[config.mk]
export PLATFORM = sky130hd
export DESIGN_NAME = uart_rx_os_flat
export DESIGN_NICKNAME = d
export VERILOG_FILES = /design/src/rtl/uart_defs.sv /design/src/rtl/uart_rx_os_if.sv /design/src/rtl/uart_baud_tick.sv /design/src/rtl/uart_rx_os.sv /design/src/flat_wrapper.sv
export SDC_FILE = /design/constraint.sdc
export NUM_CORES = 1
export LEC_CHECK = 0
export ABC_AREA = 1
export CAP_MARGIN = 30
export CORE_MARGIN = 2
export CORE_UTILIZATION = 46
export CTS_CLUSTER_SIZE = 10
export DETAILED_ROUTE_END_ITERATION = 7
export DONT_BUFFER_PORTS = 1
export RECOVER_POWER = 100
export SETUP_SLACK_MARGIN = 0.3
export SLEW_MARGIN = 20
export SYNTH_ARGS = -nofsm -noshare
export SYNTH_HDL_FRONTEND = slang
export SYNTH_SLANG_ARGS = --single-unit
export TNS_END_PERCENT = 5
[constraint.sdc]
create_clock -name clk -period 1.98 [get_ports clk]
set_input_delay 0.297 -clock clk [delete_from_list [all_inputs] [get_ports clk]]
set_output_delay 0.297 -clock clk [all_outputs]
set_load 0.02 [all_outputs]
[src/rtl/uart_defs.sv]
// rtl/uart_defs.sv - shared UART state encodings, oversampling constants and vote helper
// Purpose: definitions shared by the oversampled receiver and, later, the transmitter.
// Ports: none (package).
package uart_defs;

    typedef enum logic [2:0] {
        IDLE,
        START,
        DATA,
        STOP,
        BRK_WAIT
    } uart_state_e;

    localparam int OS_RATE = 16;
    localparam int SMP_LO  = 7;
    localparam int SMP_MID = 8;
    localparam int SMP_HI  = 9;

    function automatic logic maj3(input logic a, input logic b, input logic c);
        return (a & b) | (a & c) | (b & c);
    endfunction

endpackage

[src/rtl/uart_rx_os_if.sv]
// rtl/uart_rx_os_if.sv - receiver result bundle towards the receive FIFO write side
// Purpose: groups the received word, its strobes and the busy flag.
// Ports: rx_dout (word), rx_done / frame_err / break_det (one-cycle pulses), rx_busy.
//        master = receiver (drives), slave = consumer (observes).
interface uart_rx_os_if #(
    parameter int nbits = 8
);
    logic [nbits-1:0] rx_dout;
    logic             rx_done;
    logic             frame_err;
    logic             break_det;
    logic             rx_busy;

    modport master (
        output rx_dout,
        output rx_done,
        output frame_err,
        output break_det,
        output rx_busy
    );

    modport slave (
        input rx_dout,
        input rx_done,
        input frame_err,
        input break_det,
        input rx_busy
    );
endinterface

[src/rtl/uart_baud_tick.sv]
// rtl/uart_baud_tick.sv - free-running oversample tick divider with phase clear
// Purpose: emits one tick every clk_div clocks; clr restarts the count at 0.
// Ports: clk, reset (async active-low), clr (restart phase), tick (one-cycle pulse).
module uart_baud_tick #(
    parameter int clk_div = 54
) (
    input  logic clk,
    input  logic reset,
    input  logic clr,
    output logic tick
);
    localparam int CW = (clk_div > 2) ? $clog2(clk_div) : 1;
    localparam logic [CW-1:0] CNT_MAX = CW'(clk_div - 1);

    logic [CW-1:0] cnt_q;
    logic [CW-1:0] cnt_d;

    assign tick = (cnt_q == CNT_MAX);

    always_comb begin
        cnt_d = cnt_q + 1'b1;
        if (clr || tick) begin
            cnt_d = '0;
        end
    end

    always_ff @(posedge clk or negedge reset) begin
        if (!reset) begin
            cnt_q <= '0;
        end else begin
            cnt_q <= cnt_d;
        end
    end
endmodule

[src/rtl/uart_rx_os.sv]
// rtl/uart_rx_os.sv - 16x oversampling UART receiver with majority vote, framing and break detect
// Purpose: receives 1 start, nbits data (LSB first), stpbits stop frames, no parity.
// Ports: clk, reset (async active-low), rx (async serial line, idle high),
//        rx_if.master: rx_dout, rx_done, frame_err, break_det, rx_busy.
module uart_rx_os
    import uart_defs::*;
#(
    parameter int nbits   = 8,
    parameter int stpbits = 2,
    parameter int clk_div = 54
) (
    input  logic           clk,
    input  logic           reset,
    input  logic           rx,
    uart_rx_os_if.master   rx_if
);
    localparam logic [3:0] S_LO   = 4'(SMP_LO);
    localparam logic [3:0] S_MID  = 4'(SMP_MID);
    localparam logic [3:0] S_HI   = 4'(SMP_HI);
    localparam logic [3:0] S_LAST = 4'(OS_RATE - 1);
    localparam logic [3:0] N_DATA = 4'(nbits - 1);
    localparam logic [3:0] N_STOP = 4'(stpbits - 1);

    uart_state_e      state_q, state_d;
    logic             rx_meta_q, rx_s_q;
    logic [3:0]       s_cnt_q, s_cnt_d;
    logic [3:0]       n_q, n_d;
    logic [2:0]       smp_q, smp_d;
    logic [nbits-1:0] shift_q, shift_d;
    logic [nbits-1:0] dout_q, dout_d;
    logic             stop_bad_q, stop_bad_d;
    logic             done_q, done_d;
    logic             ferr_q, ferr_d;
    logic             brk_q, brk_d;
    logic             tick;
    logic             tick_clr;
    logic             maj_full;
    logic             maj_s9;

    uart_baud_tick #(
        .clk_div (clk_div)
    ) u_baud_tick (
        .clk   (clk),
        .reset (reset),
        .clr   (tick_clr),
        .tick  (tick)
    );

    // Vote over stored samples 7/8/9, and the same vote at the s_cnt==9 tick
    // itself where the third sample is still the live synchronized input.
    assign maj_full = maj3(smp_q[0], smp_q[1], smp_q[2]);
    assign maj_s9   = maj3(smp_q[0], smp_q[1], rx_s_q);

    always_comb begin
        state_d    = state_q;
        s_cnt_d    = s_cnt_q;
        n_d        = n_q;
        smp_d      = smp_q;
        shift_d    = shift_q;
        dout_d     = dout_q;
        stop_bad_d = stop_bad_q;
        done_d     = 1'b0;
        ferr_d     = 1'b0;
        brk_d      = 1'b0;
        tick_clr   = 1'b0;

        if (tick && (state_q != IDLE) && (state_q != BRK_WAIT)) begin
            s_cnt_d = s_cnt_q + 4'd1;
            if (s_cnt_q == S_LO)  smp_d[0] = rx_s_q;
            if (s_cnt_q == S_MID) smp_d[1] = rx_s_q;
            if (s_cnt_q == S_HI)  smp_d[2] = rx_s_q;
        end

        case (state_q)
            IDLE: begin
                s_cnt_d    = '0;
                n_d        = '0;
                stop_bad_d = 1'b0;
                if (!rx_s_q) begin
                    state_d  = START;
                    tick_clr = 1'b1;
                end
            end
            START: begin
                if (tick) begin
                    // Early glitch reject: sample 9 is not taken yet, so two highs decide.
                    if ((s_cnt_q == S_MID) && smp_q[0] && rx_s_q) begin
                        state_d = IDLE;
                    end else if (s_cnt_q == S_LAST) begin
                        state_d = maj_full ? IDLE : DATA;
                        n_d     = '0;
                    end
                end
            end
            DATA: begin
                if (tick && (s_cnt_q == S_LAST)) begin
                    shift_d = {maj_full, shift_q[nbits-1:1]};
                    if (n_q == N_DATA) begin
                        state_d = STOP;
                        n_d     = '0;
                    end else begin
                        n_d = n_q + 4'd1;
                    end
                end
            end
            STOP: begin
                if (tick && (s_cnt_q == S_HI)) begin
                    if (n_q == N_STOP) begin
                        // Leave mid-bit so the next start edge is never missed.
                        if (stop_bad_q || !maj_s9) begin
                            if (shift_q == '0) begin
                                brk_d   = 1'b1;
                                state_d = BRK_WAIT;
                            end else begin
                                ferr_d  = 1'b1;
                                state_d = IDLE;
                            end
                        end else begin
                            dout_d  = shift_q;
                            done_d  = 1'b1;
                            state_d = IDLE;
                        end
                    end else begin
                        stop_bad_d = stop_bad_q | ~maj_s9;
                    end
                end else if (tick && (s_cnt_q == S_LAST)) begin
                    n_d = n_q + 4'd1;
                end
            end
            BRK_WAIT: begin
                if (rx_s_q) begin
                    state_d = IDLE;
                end
            end
            default: begin
                state_d = IDLE;
            end
        endcase
    end

    always_ff @(posedge clk or negedge reset) begin
        if (!reset) begin
            state_q    <= IDLE;
            rx_meta_q  <= 1'b1;
            rx_s_q     <= 1'b1;
            s_cnt_q    <= '0;
            n_q        <= '0;
            smp_q      <= '0;
            shift_q    <= '0;
            dout_q     <= '0;
            stop_bad_q <= 1'b0;
            done_q     <= 1'b0;
            ferr_q     <= 1'b0;
            brk_q      <= 1'b0;
        end else begin
            state_q    <= state_d;
            rx_meta_q  <= rx;
            rx_s_q     <= rx_meta_q;
            s_cnt_q    <= s_cnt_d;
            n_q        <= n_d;
            smp_q      <= smp_d;
            shift_q    <= shift_d;
            dout_q     <= dout_d;
            stop_bad_q <= stop_bad_d;
            done_q     <= done_d;
            ferr_q     <= ferr_d;
            brk_q      <= brk_d;
        end
    end

    assign rx_if.rx_dout   = dout_q;
    assign rx_if.rx_done   = done_q;
    assign rx_if.frame_err = ferr_q;
    assign rx_if.break_det = brk_q;
    assign rx_if.rx_busy   = (state_q != IDLE);
endmodule

[src/flat_wrapper.sv]
// flat-port wrapper written by rule: the top's interface ports become plain ports
module uart_rx_os_flat import uart_defs::*;
#(
    parameter int nbits   = 8,
    parameter int stpbits = 2,
    parameter int clk_div = 54
)
  (clk, reset, rx, rx_if_rx_dout, rx_if_rx_done, rx_if_frame_err, rx_if_break_det, rx_if_rx_busy);
  uart_rx_os_if #(.nbits(nbits)) rx_if_i ();
  input  logic clk;
  input  logic reset;
  input  logic rx;
  output wire logic [$bits(rx_if_i.rx_dout)-1:0] rx_if_rx_dout;
  output wire logic [$bits(rx_if_i.rx_done)-1:0] rx_if_rx_done;
  output wire logic [$bits(rx_if_i.frame_err)-1:0] rx_if_frame_err;
  output wire logic [$bits(rx_if_i.break_det)-1:0] rx_if_break_det;
  output wire logic [$bits(rx_if_i.rx_busy)-1:0] rx_if_rx_busy;
  assign rx_if_rx_dout = rx_if_i.rx_dout;
  assign rx_if_rx_done = rx_if_i.rx_done;
  assign rx_if_frame_err = rx_if_i.frame_err;
  assign rx_if_break_det = rx_if_i.break_det;
  assign rx_if_rx_busy = rx_if_i.rx_busy;
  uart_rx_os #(.nbits(nbits), .stpbits(stpbits), .clk_div(clk_div)) u_core (.clk(clk), .reset(reset), .rx(rx), .rx_if(rx_if_i));
endmodule
; ---- After elaboration in Yosys (flattened, before gate mapping)
; Cells that the tools add are included.
[totals]
rom_bits = 0
mem_bits_rw = 0
latchBits = 0
out_inout_bits = 12
wordCells = 121
mem_count = 0
reg_bits = 42
[classes]
div = 0
n_eq_ne = 25
multipliers = 0
n_shift = 0
reduce_logical = 23
add_sub_neg = 3
magnitude_cmp = 0
bitwise = 12
n_mux = 43
[ops]
columns = op, count
row1 = 4-bit two-way mux, 9
row2 = 3-bit two-way mux, 11
row3 = 1-bit two-way mux, 18
row4 = 2-bit by 1-bit inequality test with 1-bit output (second input constant), 8
row5 = 4-bit case mux with 4 select lines, 1
row6 = 3-bit case mux with 5 select lines, 1
row7 = 4-bit equality test (second input constant), 3
row8 = 4-bit by 1-bit adder with 4-bit output (second input constant), 2
row9 = 4-bit by 3-bit equality test with 1-bit output (second input constant), 2
row10 = 8-bit zero test, 1
row11 = 2-bit inequality test (second input constant), 4
row12 = 2-bit AND reduction, 4
row13 = 8-bit AND reduction, 1
row14 = 7-bit AND reduction, 1
row15 = 6-bit by 1-bit adder with 6-bit output (second input constant), 1
row16 = 3-bit by 2-bit equality test with 1-bit output (second input constant), 2
row17 = 6-bit equality test (second input constant), 1
row18 = 1-bit logical AND, 6
row19 = 6-bit two-way mux, 1
row20 = 1-bit AND, 5
row21 = 1-bit bitwise OR, 5
row22 = 4-bit by 1-bit equality test with 1-bit output (second input constant), 1
row23 = 4-bit AND reduction, 1
row24 = 2-bit nonzero test, 2
row25 = 13 further kinds, 15

; ---- Longest topological paths before layout
; Gate-level depths: netlist of run 1.
[depth]
ltp_word = 9
mapped_depth = 11

; ---- By module
; A second synthesis of run 1 with hierarchy kept.
[unflattened]
hier_cells = 247
hier_area_um2 = 2130.8
[modules_own_cells]
columns = module, cells_each, seq_area_each_um2, n_inst, area_each_um2
row1 = uart_rx_os, 213, 903.4, 1, 1816.7
row2 = uart_baud_tick, 34, 150.1, 1, 314.1

; ---- Least setup slack after synthesis of run 1
; No wires, ideal clock.
[synth_path]
path_kind = register -> register
start = register u_core.u_baud_tick.cnt_q[1]
end = register u_core.dout_q[5] (netlist: u_core.rx_if.rx_dout[5])
setup_time_ps = 118
setup_slack_ps = 517
t_arrival_ps = 1345
path_stages_with_launch = 11
n_path_buf = 1
synth_period_minus_slack_ps = 1463
path_cell_list = dfrtp_1 > inv_1 > ha_1 > nand3_2 > nor2_4 > nand2_4 > nor2_4 > nand3_4 > buf_6 > nand2_2 > o21ai_2
[synth_via]
elab_chain_cells = 3
[synth_rtl]
columns = element, line_no
row1 = "start, declared", uart_baud_tick.sv:15  ; logic [CW-1:0] cnt_q;
row2 = "start signal, assigned", uart_baud_tick.sv:31  ; cnt_q <= cnt_d;
row3 = 6-bit equality test, uart_baud_tick.sv:18  ; assign tick = (cnt_q == CNT_MAX);
row4 = 1-bit logical AND, uart_rx_os.sv:107  ; if (tick && (s_cnt_q == S_HI)) begin
row5 = 4-bit AND reduction (no source line), n/a
row6 = "end signal, assigned", uart_rx_os.sv:163  ; dout_q <= dout_d;
row7 = "end, declared", uart_rx_os.sv:30  ; logic [nbits-1:0] dout_q, dout_d;
; Every way passes these cells.
; A chain may end at the register's enable or synchronous reset.

; ---- Final worst setup path of run 1
[layout_path]
start = register u_core.u_baud_tick.cnt_q[1]
end = register u_core.dout_q[7] (netlist: u_core.rx_if.rx_dout[7])
; Same word-level chain as after synthesis.

==> qor.yml, run 1 <==
cts:
  clock-sinks: 42
  root_buffer: "clkbuf_8"
  clk_latency_ps: 300
  numCtsBuffers: 5
  path_clk_slew_ps: 90
  cts_tree: "built"
  htree_levels: 2
  clockBufferDepth: 2
logic_synthesis:
  syn_nets: 266
  seq_area_frac_synth_pct: 48.25
  yosys.cell_types.count: 27
  syn_area_per_cell_um2: 8.529
  synth_area_um2: 2183
  ys_ff_latch: 42
  yosys_warnings: 0
  synthesis.instances: 256
job:
  maxCapViolCount: 0
sta:
  max_slew.worst_pin.slew_ps: 1033
  hold_violations: 0
  period_needed_ps: 1671
  finalMaxSlewViolations: 0
  fmax_ghz: 0.5986
  clock_skew_ps: 10.01
  max_slew_margin_pct: 31.12
  period_share_pct: 84.37
  fin_tns_setup_ps: 0
  setup_violations: 0
  rsz0062_at_grt: "true"
cells_and_area:
  fin_area_um2: 2390
  num_antenna_cells: 0
  num-fill-cells: 435
  final_common_cell: "nand2_1"
  final_cell_mix: "nand2_1 (68), dfrtp_1 (39), inv_1 (31), nor2_1 (21), nand3_1 (21)"
  regArea_um2: 1055
  drive_gt1_share_pct: 16.36
  final_nets: 278
  multiInputGateArea_um2: 979.7
  area_growth_pct: 9.455
worst_setup_path:
  worstPathArrival_ps: 1920
  rr_startpoint: "u_core.u_baud_tick.cnt_q[1]"
  slowest_stage: "dfrtp_1"
  slowest_delay_ps: 400
  reg2reg_to: "u_core.rx_if.rx_dout[7]"
  r2r_slack_ps: 310
  crit_chain: "inv_1 > ha_1 > nand3_1 > nor2_4 > nand2_1 > nor2_4 > nand3_4 > inv_1 > nand2_1 > nand2_1"
  critical-path-top-delay-family: "simple AND/OR/NAND/NOR gates"
  worst_setup_path_start_kind: "register"
  path_class: "register to register"
  ff2ff_path_depth: 10
  end_kind: "register"
  cp_num_buf_inv: 2
  crit_top_cell: "nand2_1"
  required_ps: 2230
  critPathMaxFanout: 8
placed_design:
  placed_area_um2: 2236
  gp_congestion: 0.7780
  numPortBuffers: 0
  hpwl_um: 2833
floorplanning:
  num_rows: 25
  core-area_um2: 4661
  io_pins: 15
  dieHeight_um: 72.90
  start_util_pct: 46.85
  die_area_um2: 5314
  die_w_um: 72.90
power_and_ir_drop:
  p_per_area_nw_per_um2: 650.0
  peakVddDrop_v: 0.0003647
  leakage_uw: 0.001200
min_path:
  hold_path_end: "u_core.rx_s_q"
  whs_path_depth: 0
  hp-start: "u_core.rx_meta_q"
  hp-class: "register to register"
drt:
  drt-total-wl_um: 4043
  first_pass_iters: 5
  drc_errors: 0
  wl_per_cell_um: 12.52
  antenna_left: 0
  via_count: 1610
  drtIter0Drc: 81
  vias_per_cell: 4.985
global_routing:
  grt_pass1_vias: 1493
  grt.overflow.total: 0
  globalRouteTotalUtil_pct: 16.94
  grt_pass1_wl_um: 6762
  grt_max_degree: 43
  antenna_found_initial: 0
status:
  status: "finished, final reports clean"
-- metal layers --
| metal | part of all wire, % | vias to the layer above | track usage [%] |
|---|---|---|---|
| met5 | 0 | - | 0 |
| met4 | 1.9 | 0 | 7.407 |
| met3 | 2.8 | 6 | 4.144 |
| met2 | 45 | 23 | 26.16 |
| met1 | 50 | 742 | 22.63 |
| li1 | - | 839 | - |
-- worst max path at each step --
stage,from,endpoint,slack [ps],depth (start not counted)
floorplan,u_core.u_baud_tick.cnt_q[1],u_core.rx_if.rx_dout[5],520,10
global placement,u_core.u_baud_tick.cnt_q[1],u_core.rx_if.rx_dout[0],370,9
detailed placement,u_core.s_cnt_q[0],u_core.n_q[2],350,8
CTS,u_core.s_cnt_q[0],u_core.n_q[0],330,8
global route,u_core.u_baud_tick.cnt_q[1],u_core.rx_if.rx_dout[2],130,8
finish,u_core.u_baud_tick.cnt_q[1],u_core.rx_if.rx_dout[7],310,10
-- cell type report --
type                    count  area share (%)
clock buffers               5           2.880
flip-flops and latches     42           44.14
well taps                  54           2.827
inverters                  35           5.497
multi-input cells         178           40.99
clock inverters             3           1.675
repair buffers              6           1.990
-- synthesized netlist by cell type --
master   count  area share, %
nand3_2      3            1.4
nor2_8       1           0.92
inv_1       28            4.8
nand2_1     67             12
dfrtp_1     40             46
xnor2_1      1           0.40
inv_2        7            1.2
o22ai_1      1           0.29
nand4_1      2           0.57
nor2_2       6            1.7
nor3b_1      1           0.34
o21a_1       1           0.34
dfstp_2      2            2.4
nor3_4       1           0.75
nand3_4      1           0.80
o21ai_1      4           0.92
o21ai_2      8            3.2
nand2_2      6            1.7
o21ai_0     14            3.2
buf_6        2            1.0
nor2_4       3            1.5
nand3_1     20            4.6
ha_1         7            4.0
nor3_1       5            1.1
xor2_1       3            1.2
nor2_1      21            3.6
nand2_4      1           0.52
-- stage by stage --
stage | utilization, % | hold slack, ps | worst slack, ps | std cells | total power [uW]
6_report | 51.28 | 365.3 | 309.4 | 323 | 1553
5_1_grt | 51.28 | 367.7 | 129.8 | 323 | 1610
4_1_cts | 51.17 | 361.1 | 333.7 | 320 | 1569
3_5_place_dp | 47.97 | 2.746 | 350.3 | 309 | 883.5
3_3_place_gp | 47.97 | 2.550 | 367.2 | 309 | 883.3
2_1_floorplan | - | 1.409 | 516.7 | 256 | 882.2
-- report_power, final --
| group | internal [uW] | leakage (uW) | switching, uW |
|---|---|---|---|
| registers | 860 | 0.000563 | 1.52 |
| clock network | 371 | 0.0000579 | 297 |
| logic | 4.02 | 0.000580 | 19.3 |
| total | 1240 | 0.00120 | 318 |
-- cell families (layout without fill, tap and decap cells) --
group | Yosys count | after routing | share of synthesized area, %
flops | 42 | 42 | 48.25
simple gates | 138 | 139 | 31.12
compound gates | 28 | 28 | 7.966
xor+xnor | 4 | 4 | 1.605
buf+inv | 37 | 49 | 7.049
fa+ha+maj | 7 | 7 | 4.011
-- what timing repair did --
item,4_1_cts,5_1_grt
gates resized for setup,0,8
setup endpoints to repair,0,22
hold buffers,3,0
endpoints found under the hold margin,43,0
setup buffers,0,2
-- flip-flops by register name (all words and copies together) (netlist names) --
name,count
u_core.n_q,4
u_core.rx_if.break_det,1
u_core.rx_if.frame_err,1
u_core.rx_if.rx_done,1
u_core.rx_if.rx_dout,8
u_core.rx_meta_q,1
u_core.rx_s_q,1
u_core.s_cnt_q,4
u_core.shift_q,8
u_core.smp_q,3
u_core.state_q,3
u_core.stop_bad_q,1
u_core.u_baud_tick.cnt_q,6
No activity file was read; power rests on OpenSTA's default activity.
==> run 2: changes to the inputs <==
clock period = 1.5 ns   (was 1.98 ns; I/O delays follow)
==> qor.yml, run 2 (same netlist as run 1, synthesis figures left out) <==
global_routing:
  grt_max_degree: 43  # unchanged
  grt.overflow.total: 0  # unchanged
  grt_pass1_vias: 1616  # was 1493
  globalRouteTotalUtil_pct: 17.46  # was 16.94%
  antenna_found_initial: 0  # unchanged
  grt_pass1_wl_um: 7224  # was 6762 um
min_path:
  hp-class: "primary input to asynchronous set/reset pin"  # was register to register
cells_and_area:
  num-fill-cells: 424  # was 435
  num_antenna_cells: 0  # unchanged
  finalNonFillerCells: 333  # was 323
  final_nets: 288  # was 278
  final_common_cell: "nand2_1"  # unchanged
  area_growth_pct: 16.39  # was 9.455%
  drive_gt1_share_pct: 26.88  # was 16.36%
  final_cell_mix: "nand2_1 (63), dfrtp_1 (39), inv_1 (26), nor2_1 (19), nand3_1 (19)"  # was nand2_1 (68), dfrtp_1 (39), inv_1 (31), nor2_1 (21), nand3_1 (21)
sta:
  max_slew_margin_pct: 71.79  # was 31.12%
  finalMaxSlewViolations: 0  # unchanged
  period_share_pct: 104.1  # was 84.37%
  timing.final.ws_setup_ps: -60.77  # was 309.4 ps
  rsz0062_at_grt: "true"  # unchanged
  period_needed_ps: 1561  # was 1671 ps
  clock_skew_ps: 5.240  # was 10.01 ps
  hold_ws_ps: -381.1  # was 365.3 ps
  fmax_ghz: 0.6407  # was 0.5986 GHz
  max_slew.worst_pin.slew_ps: 420.4  # was 1033 ps
  hold_violations: 42  # was 0
  setup_violations: 14  # was 0
cts:
  htree_levels: 2  # unchanged
  clock-sinks: 42  # unchanged
  clk_latency_ps: 290  # was 300 ps
  clockBufferDepth: 2  # unchanged
  numCtsBuffers: 5  # unchanged
  cts_tree: "built"  # unchanged
  path_clk_slew_ps: 80  # was 90 ps
  root_buffer: "clkbuf_8"  # unchanged
  cts_hold_buf: 1  # was 3
floorplanning:
  start_util_pct: 46.85  # unchanged
  core-area_um2: 4661  # unchanged
  die_w_um: 72.90  # unchanged
  dieHeight_um: 72.90  # unchanged
  io_pins: 15  # unchanged
  die_area_um2: 5314  # unchanged
  num_rows: 25  # unchanged
drt:
  vias_per_cell: 5.048  # was 4.985
  first_pass_iters: 4  # was 5
  antenna_left: 0  # unchanged
  wl_per_cell_um: 12.26  # was 12.52 um
  drtIter0Drc: 81  # unchanged
  drt-total-wl_um: 4084  # was 4043 um
  drc_errors: 0  # unchanged
  via_count: 1681  # was 1610
power_and_ir_drop:
  power.total_uw: 2024  # was 1553 uW
  p_per_area_nw_per_um2: 796.6  # was 650.0 nW/um^2
  p_int_uw: 1631  # was 1236 uW
  leakage_uw: 0.001265  # was 0.001200 uW
  pwr-share-seq_pct: 56.2  # was 55.5%
  p_clk_share_pct: 43.3  # was 43.0%
  sw_frac_of_total_pct: 19.43  # was 20.46%
  peakVddDrop_v: 0.0004743  # was 0.0003647 V
  pwr-share-comb_pct: 0.5  # was 1.5%
  p_sw_uw: 393.4  # was 317.8 uW
placed_design:
  hpwl_um: 2876  # was 2833 um
  dp_slack_ps: -59.61  # was 350.3 ps
  gp_congestion: 0.7981  # was 0.7780
  dp.cells: 320  # was 309
  numPortBuffers: 0  # unchanged
worst_setup_path:
  path_class: "register to register"  # unchanged
  required_ps: 1730  # was 2230 ps
  worstPathArrival_ps: 1790  # was 1920 ps
  rr_startpoint: "u_core.u_baud_tick.cnt_q[1]"  # unchanged
  r2r_slack_ps: -60  # was 310 ps
  reg2reg_to: "u_core.n_q[0]"  # was u_core.rx_if.rx_dout[7]
  worst_setup_path_start_kind: "register"  # unchanged
  critPathMaxFanout: 4  # was 8
  ff2ff_path_depth: 9  # was 10
  end_kind: "register"  # unchanged
status:
  status: "complete, but fails checks"  # was finished, final reports clean
  violations: "hold timing, setup timing"
job:
  maxCapViolCount: 0  # unchanged
-- run 2: cell count changes in the layout (fill, tap and decap cells not counted), sizes merged --
| cell | previous run | this run |
|---|---|---|
| clkbuf | 6 | 5 |
| dlygate4sd3 | 2 | 1 |
| buf | 3 | 15 |
-- run 2: stage by stage --
stage                     area (um^2)  utilization, %  setup TNS [ps]  hold WS, ps
after global placement           2331           50.01          -443.9       -69.38
after floorplan                  2183               -               0       -70.59
after global routing             2541           54.52           -3379       -404.5
after detailed placement         2331           50.01          -656.6       -69.60
after CTS                        2525           54.17          -433.6       -391.9
final                            2541           54.52          -541.4       -381.1
-- run 2: cell type report --
cell class                 count  area (um^2)  share of cell area (%)
clock buffer                   5        68.82                   2.708
clock inverter                 3        40.04                   1.576
inverter                      35        131.4                   5.170
multi-input combinational    178         1040                   40.92
sequential                    42         1055                   41.51
tap                           54        67.56                   2.659
timing repair buffer          16        138.9                   5.465
-- run 2: per-layer routing --
| metal | vias to the layer above | share of wire, % | GRT usage, % | routed length (um) |
|---|---|---|---|---|
| li1 | 853 | - | - | - |
| met3 | 4 | 2.4 | 3.729 | 98 |
| met4 | 0 | 0.88 | 4.938 | 36 |
| met1 | 800 | 52 | 25.27 | 2114 |
| met2 | 24 | 45 | 26.46 | 1834 |
| met5 | - | 0 | 0 | 0 |
-- run 2: how the worst max path moves through the flow --
stage,start,endpoint,slack (ps)
3_3_place_gp,u_core.u_baud_tick.cnt_q[1],u_core.rx_if.rx_dout[4],-60
6_report,u_core.u_baud_tick.cnt_q[1],u_core.n_q[0],-60
3_5_place_dp,u_core.u_baud_tick.cnt_q[1],u_core.rx_if.rx_dout[1],-60
5_1_grt,u_core.u_baud_tick.cnt_q[1],u_core.n_q[2],-190
4_1_cts,u_core.u_baud_tick.cnt_q[1],u_core.rx_if.rx_dout[5],-50
2_1_floorplan,u_core.u_baud_tick.cnt_q[1],u_core.rx_if.rx_dout[5],40
-- run 2: what timing repair did --
| action | 4_1_cts | 5_1_grt |
|---|---|---|
| endpoints found under the setup margin | 41 | 41 |
| buffers inserted | 1 | 2 |
| hold endpoints to repair | 43 | 42 |
| pin swaps | 6 | 5 |
| gates cloned | 1 | 0 |
| gates resized for setup | 15 | 4 |
-- run 2: critical path, cell delays in order (launching register included) --
cell,delay (ps)
dfrtp_1,380
inv_1,60
ha_2,170
nand3_2,100
nor2_4,180
nor2_1,100
nor3_4,230
buf_4,150
nand3_1,70
nand2_1,70
-- run 2: power by group through the flow --
stage,clock network (uW),registers (uW),logic (uW)
after floorplan,0,1160,3.84
after global placement,0,1160,6.99
after detailed placement,0,1160,7.06
after CTS,912,1140,9.17
after global routing,967,1140,10.0
final,877,1140,9.28
